## src/rtl/key_debounce_pulser.sv

```systemverilog
// Pushbutton conditioner: synchronises a raw key, debounces it and turns it into
// single-cycle press, release and auto-repeat strobes in the clk domain.
module key_debounce_pulser #(
    parameter bit          ACTIVE_LOW      = 1'b1,
    parameter int unsigned DEBOUNCE_CYCLES = 1000000,
    parameter bit          REPEAT_EN       = 1'b1,
    parameter int unsigned REPEAT_DELAY    = 25000000,
    parameter int unsigned REPEAT_RATE     = 5000000
) (
    input  logic clk,
    input  logic reset,
    input  logic key_in_i,
    output logic key_level_o,
    output logic press_pulse_o,
    output logic release_pulse_o,
    output logic repeat_pulse_o
);

    localparam int unsigned MaxDr  = (DEBOUNCE_CYCLES > REPEAT_DELAY) ? DEBOUNCE_CYCLES
                                                                      : REPEAT_DELAY;
    localparam int unsigned MaxCnt = (MaxDr > REPEAT_RATE) ? MaxDr : REPEAT_RATE;
    localparam int unsigned CntW   = $clog2(MaxCnt) + 1;

    localparam logic [CntW-1:0] DebLast   = CntW'(DEBOUNCE_CYCLES - 1);
    localparam logic [CntW-1:0] DelayLast = CntW'(REPEAT_DELAY - 1);
    localparam logic [CntW-1:0] RateLast  = CntW'(REPEAT_RATE - 1);

    typedef enum logic [2:0] {
        StIdle,
        StPressChk,
        StPressed,
        StRepeat,
        StReleaseChk
    } state_e;

    logic            sync1_q, sync2_q;
    logic            k;
    state_e          state_q, state_d;
    logic [CntW-1:0] cnt_q, cnt_d;
    logic            level_q, level_d;
    logic            press_q, press_d;
    logic            release_q, release_d;
    logic            repeat_q, repeat_d;

    // Synchroniser holds the normalised level, so 0 always means "not pressed".
    always_ff @(posedge clk or posedge reset) begin
        if (reset) begin
            sync1_q <= 1'b0;
            sync2_q <= 1'b0;
        end else begin
            sync1_q <= key_in_i ^ ACTIVE_LOW;
            sync2_q <= sync1_q;
        end
    end

    assign k = sync2_q;

    always_ff @(posedge clk or posedge reset) begin
        if (reset) begin
            state_q   <= StIdle;
            cnt_q     <= '0;
            level_q   <= 1'b0;
            press_q   <= 1'b0;
            release_q <= 1'b0;
            repeat_q  <= 1'b0;
        end else begin
            state_q   <= state_d;
            cnt_q     <= cnt_d;
            level_q   <= level_d;
            press_q   <= press_d;
            release_q <= release_d;
            repeat_q  <= repeat_d;
        end
    end

    always_comb begin
        state_d   = state_q;
        cnt_d     = cnt_q + 1'b1;
        level_d   = level_q;
        press_d   = 1'b0;
        release_d = 1'b0;
        repeat_d  = 1'b0;
        unique case (state_q)
            StIdle: begin
                cnt_d = '0;
                if (k) state_d = StPressChk;
            end
            StPressChk: begin
                if (!k) begin
                    state_d = StIdle;
                    cnt_d   = '0;
                end else if (cnt_q == DebLast) begin
                    state_d = StPressed;
                    cnt_d   = '0;
                    press_d = 1'b1;
                    level_d = 1'b1;
                end
            end
            StPressed: begin
                if (!k) begin
                    state_d = StReleaseChk;
                    cnt_d   = '0;
                end else if (REPEAT_EN && cnt_q == DelayLast) begin
                    state_d  = StRepeat;
                    cnt_d    = '0;
                    repeat_d = 1'b1;
                end else if (!REPEAT_EN && cnt_q == '1) begin
                    cnt_d = cnt_q;
                end
            end
            StRepeat: begin
                if (!k) begin
                    state_d = StReleaseChk;
                    cnt_d   = '0;
                end else if (cnt_q == RateLast) begin
                    cnt_d    = '0;
                    repeat_d = 1'b1;
                end
            end
            StReleaseChk: begin
                // A return to pressed restarts the repeat delay from zero.
                if (k) begin
                    state_d = StPressed;
                    cnt_d   = '0;
                end else if (cnt_q == DebLast) begin
                    state_d   = StIdle;
                    cnt_d     = '0;
                    release_d = 1'b1;
                    level_d   = 1'b0;
                end
            end
            default: begin
                state_d = StIdle;
                cnt_d   = '0;
            end
        endcase
    end

    assign key_level_o     = level_q;
    assign press_pulse_o   = press_q;
    assign release_pulse_o = release_q;
    assign repeat_pulse_o  = repeat_q;

endmodule

```

## config.mk

```make
export PLATFORM = sky130hd
export DESIGN_NAME = key_debounce_pulser
export DESIGN_NICKNAME = d
export VERILOG_FILES = /design/src/rtl/key_debounce_pulser.sv
export SDC_FILE = /design/constraint.sdc
export NUM_CORES = 1
export LEC_CHECK = 0
export BUFFER_PORTS_ARGS = -buffer_cell sky130_fd_sc_hd__clkbuf_2
export CAP_MARGIN = 5
export CORE_ASPECT_RATIO = 1.75
export CORE_MARGIN = 2
export CORE_UTILIZATION = 31
export DETAILED_ROUTE_END_ITERATION = 8
export SYNTH_ARGS = -nofsm -noshare
export SYNTH_HDL_FRONTEND = slang
export SYNTH_SLANG_ARGS = --single-unit
```

## constraint.sdc

```tcl
create_clock -name clk -period 3 [get_ports clk]
set_input_delay 0.6 -clock clk [delete_from_list [all_inputs] [get_ports clk]]
set_output_delay 0.6 -clock clk [all_outputs]
set_load 0.005 [all_outputs]
```

# [After elaboration in Yosys (flattened, before gate mapping)]
# Cells that the tools add are included.
[totals] reg_bits=35 out_inout_bits=4 word_cells=62
[classes] n_addsub=1 eq_ne=16 muxes=32 n_bitwise=1 n_reduce_logical=4
[op_table] cell="$mux W26" count=7
[op_table] cell="$pmux W26 S4" count=1
[op_table] cell="$add A26 B1 Y26 const B" count=1
[op_table] cell="$eq A26 B20 Y1 const B" count=1
[op_table] cell="$eq A26 B23 Y1 const B" count=1
[op_table] cell="$eq A26 B25 Y1 const B" count=1
[op_table] cell="$mux W3" count=8
[op_table] cell="$pmux W3 S5" count=1
[op_table] cell="$mux W1" count=13
[op_table] cell="$ne A2 B2 Y1 const B" count=6
[op_table] cell="$reduce_and A5 Y1" count=2
[op_table] cell="$ne A3 B3 Y1 const B" count=3
[op_table] cell="$eq A3 B2 Y1 const B" count=2
[op_table] cell="$pmux W1 S2" count=2
[op_table] cell="$eq A3 B1 Y1 const B" count=1
[op_table] cell="$eq A3 B3 Y1 const B" count=1
[op_table] cell="$logic_not A3 Y1" count=1
[op_table] cell="$reduce_bool A2 Y1" count=1
[op_table] cell="$not A1 Y1" count=1

# [Logic depth before layout (Yosys ltp)]
[depth] depth_word=4 mapped_depth=7 depth_no_buf=6

# [Worst setup path after synthesis]
# Ideal clock, no wire load.
[synth_timing] path_type="reg-to-reg" from="reg cnt_q[20]" to="reg cnt_q[18]" setup_time_ns=0.119 arrival_time_ns=1.908 path_slack_ns=0.973 path_stages_with_launch=7 cell_sequence="dfrtp_1 or4b_4 nor4_2 a211oi_1 a211oi_4 buf_6 nor2_1"
[synth_between] elab_chain_cells=4 word_cells_on_any_way=11
[synth_rtl] item="start, declared" line_no="39" text="logic [CntW-1:0] cnt_q, cnt_d;"
[synth_rtl] item="start signal, assigned" line_no="68" text="cnt_q <= cnt_d;"
[synth_rtl] item="$eq A26 B20 Y1, or another cell as far along" line_no="92, 125"
[synth_rtl] item="$mux W26 (on tied branches) (2 in a row)"
[synth_rtl] item="$pmux W26 S4 *" line_no="83" text="unique case (state_q)"
[synth_rtl] item="net cnt_d[18]" line_no="39"
# The timed path passes the listed nets; every way through them passes the cells marked *.
# A chain may end at the register's enable or synchronous reset.

# [Final worst setup path]
[layout_timing] from="reg cnt_q[0]" to="reg cnt_q[23]"
[layout_between] elab_chain_cells=4 word_cells_on_any_way=12
[layout_rtl] item="$add A26 B1 Y26, or another cell as far along" line_no="78" text="cnt_d = cnt_q + 1'b1;"
[layout_rtl] item="$mux W26 (on tied branches) (2 in a row)"
[layout_rtl] item="$pmux W26 S4 *" line_no="83"
[layout_rtl] item="net cnt_d[23]" line_no="39"
# Marked as above.

==> summary.md <==
| Metric | Value |
|---|---|
| Run status | `completed` |
| Max-cap viol count | `0` |
| Critical path peak fanout | `26` |
| Post-route DRC violation count | `0` |
| Setup violations, final | `0` |
| Initial Util | `0.321` |
| Largest net degree at the start of global routing | `27` |
| Seq pwr share | `0.570` |
| Avg WL per Cell | `13.0 um` |
| ANT cells | `0` |
| RSZ-0062 raised after global routing | `no` |
| Vias in the first global route | `1315` |
| CTS sink cnt | `35` |
| Initial detailed-routing violation count | `49` |
| Worst vdd ir | `0.000175 V` |
| Post-CTS Resized | `0` |
| Global-route wire length before repair | `6110 um` |
| LEAKAGE | `0.803 nW` |
| Clk slew on worst S/H paths | `70 ps` |
| GRT overflow | `0` |
| Sequential area share after synthesis | `0.489` |
| Synth-to-Final Area Change | `10.6%` |
| H-Tree Depth | `2` |
| GRT Overall Usage | `0.126` |
| Net count after synthesis | `185` |
| Setup crit end kind | `flop` |
| Antenna Nets Post-Route | `0` |
| Post-synth top area share | `0.489` |
| Drt first pass iters | `4` |
| # port buffers | `6` |
| Setup TNS Final | `0 ps` |
| Post-synth EDFFs | `0` |
| RePlAce Congestion | `0.895` |
| Cell count after synthesis | `181` |
| Number of setup buffers added after CTS | `0` |
| Switching Power | `0.197 mW` |
| Clock Skew | `11.9 ps` |
| Internal power | `0.645 mW` |
| CORE AREA | `5590 um^2` |
| Share of cells above drive strength 1 | `0.120` |
| Die width | `61.5 um` |
| Final nets | `195` |
| Initial antenna violation count | `0` |
| Synth Register Bits | `35` |
| Setup CP Type | `flop to flop` |
| Fraction of registers with async set/reset | `1.00` |
| Clk_lat worst skew | `290 ps` |
| Pwr Density | `425 nW/um^2` |
| Yosys synthesis warning count | `0` |
| Ranking of synthesized cells by area | `dfrtp_1 49%, nor2_1 7.5%, xor2_1 7.3%` |
| Post-CTS Hold Fix Bufs | `0` |
| Clock Root Buffer | `clkbuf_8` |
| Min Tclk post-route | `2390 ps` |
| Synthesized cell area | `1790 um^2` |
| Fill cell count | `610` |
| Crit path DAT | `2550 ps` |
| Die Area | `6420 um^2` |
| Tcrit/Tclk final | `0.796` |
| Part of the power in the clock network | `0.397` |
| Slew @ Worst Pin | `675 ps` |
| Synth cell types | `42` |
| CTS tree | `done` |
| Vias | `1320` |
| Ys flop type | `dfrtp_1` |
| Max clock buf depth | `2` |
| Row count | `36` |
| Logic pwr share | `0.033` |
| Critical Path RT | `3160 ps` |
| Detailed Place HPWL | `2550 um` |
| Switching Fraction | `0.234` |
| Worst slew margin | `0.549` |
| CP Launch Type | `flop` |
| Final Hold Violating Endpoints | `0` |
| Worst Slack Setup Final | `612 ps` |
| Area leader, netlist | `dfrtp_1` |
| Total Wirelength | `3480 um` |
| Mean Syn Cell Area | `9.89 um^2` |
| Die H | `105 um` |
| Final max-slew violation count | `0` |
| IO Pins | `7` |
| Vias/cell | `4.93` |
| Place WS | `658 ps` |
| TritonCTS Buffers | `5` |
| Achievable Freq | `419 MHz` |
| Hold crit path type | `flop to flop` |
==> power by group through the flow <==
stage / Sequential, mW / Clock [mW] / Combinational [mW]
CTS: 0.480 / 0.349 / 0.0296
detailed placement: 0.489 / 0 / 0.0295
global route: 0.481 / 0.372 / 0.0326
global placement: 0.489 / 0 / 0.0293
finish: 0.480 / 0.334 / 0.0281
floorplan: 0.487 / 0 / 0.0247
==> worst paths after layout <==
path | startpoint | endpoint | slack [ps] | cells after the start
setup / recovery | cnt_q[0] | cnt_q[23] | 610 | 7
hold / removal | sync1_q | k | 350 | 0
setup reg to reg | cnt_q[0] | cnt_q[23] | 610 | 7
hold reg to reg | sync1_q | k | 350 | 0
max in group asynchronous | reset | cnt_q[21] | 1930 | 3
min in group asynchronous | reset | state_q[1] | 380 | 2
==> kinds of logic (layout without fill, tap and decap cells) <==
| kind of cell | count (synthesis) | in the layout | synth area share |
|---|---|---|---|
| flip-flops | 35 | 35 | 0.489 |
| XOR/XNOR | 24 | 24 | 0.117 |
| multiplexers | 1 | 1 | 0.00559 |
| buffers and inverters | 10 | 21 | 0.0300 |
| adder cells (fa/ha/maj) | 1 | 1 | 0.00699 |
| AO/OA/AOI/OAI | 13 | 13 | 0.0622 |
| AND/OR/NAND/NOR | 97 | 97 | 0.289 |
==> routing by layer <==
metal	vias to the layer above	GRT usage	wire length (um)
met1	636	0.138	1400
met5	-	0	0
li1	648	-	-
met2	27	0.214	1870
met3	9	0.0272	88
met4	0	0.0684	119
==> synthesized netlist by cell type, drive strengths merged, types with 2 or more instances <==
| cell | n |
|---|---|
| a211oi | 4 |
| nor3b | 2 |
| nand2 | 9 |
| dfrtp | 35 |
| buf | 3 |
| nand3 | 13 |
| a21oi | 2 |
| xnor2 | 9 |
| nor4 | 6 |
| nand4 | 7 |
| nor2b | 4 |
| clkbuf | 2 |
| inv | 5 |
| xor2 | 15 |
| nor2 | 36 |
| and3 | 3 |
| nor3 | 6 |
==> state kept, by name, summed over array words and instances (netlist names) <==
register / cells
k: 1
state_q: 3
release_pulse_o: 1
cnt_q: 26
press_pulse_o: 1
key_level_o: 1
sync1_q: 1
repeat_pulse_o: 1
==> metrics by stage <==
step	std cells	area, um^2	utilization	power (mW)	hold WS [ps]
after floorplan	181	1790	-	0.511	331
after global placement	260	1900	0.339	0.519	338
after detailed placement	260	1900	0.339	0.519	340
after CTS	268	1980	0.355	0.858	355
after global routing	268	1980	0.355	0.885	355
final	268	1980	0.355	0.843	352
==> final cells by class <==
type / count / area, um^2 / share of cell area
multi-input combinational: 136 / 861 / 0.435
clock inverter: 2 / 12.5 / 0.00632
sequential: 35 / 876 / 0.442
timing repair buffer: 8 / 45.0 / 0.0227
tap: 76 / 95.1 / 0.0480
inverter: 5 / 18.8 / 0.00948
clock buffer: 6 / 72.6 / 0.0366
==> worst max-delay path, cell delays in order, from the launching register on <==
cell,delay (ps)
dfrtp_1,400
ha_1,250
nor4b_1,390
and4b_1,330
nand3_2,220
a211oi_4,250
buf_4,310
nor2_1,90
==> cell usage in the layout, fill, tap and decap left out, drive strengths merged, types with 2 or more instances in the layout <==
master / n
nor3: 6
nand2: 9
inv: 5
nor3b: 2
and3: 3
xor2: 15
a21oi: 2
xnor2: 9
nand3: 13
buf: 2
nand4: 7
clkbuf: 12
nor2: 36
nor2b: 4
dfrtp: 35
a211oi: 4
nor4: 6
Power figures use the tool's default switching activity.
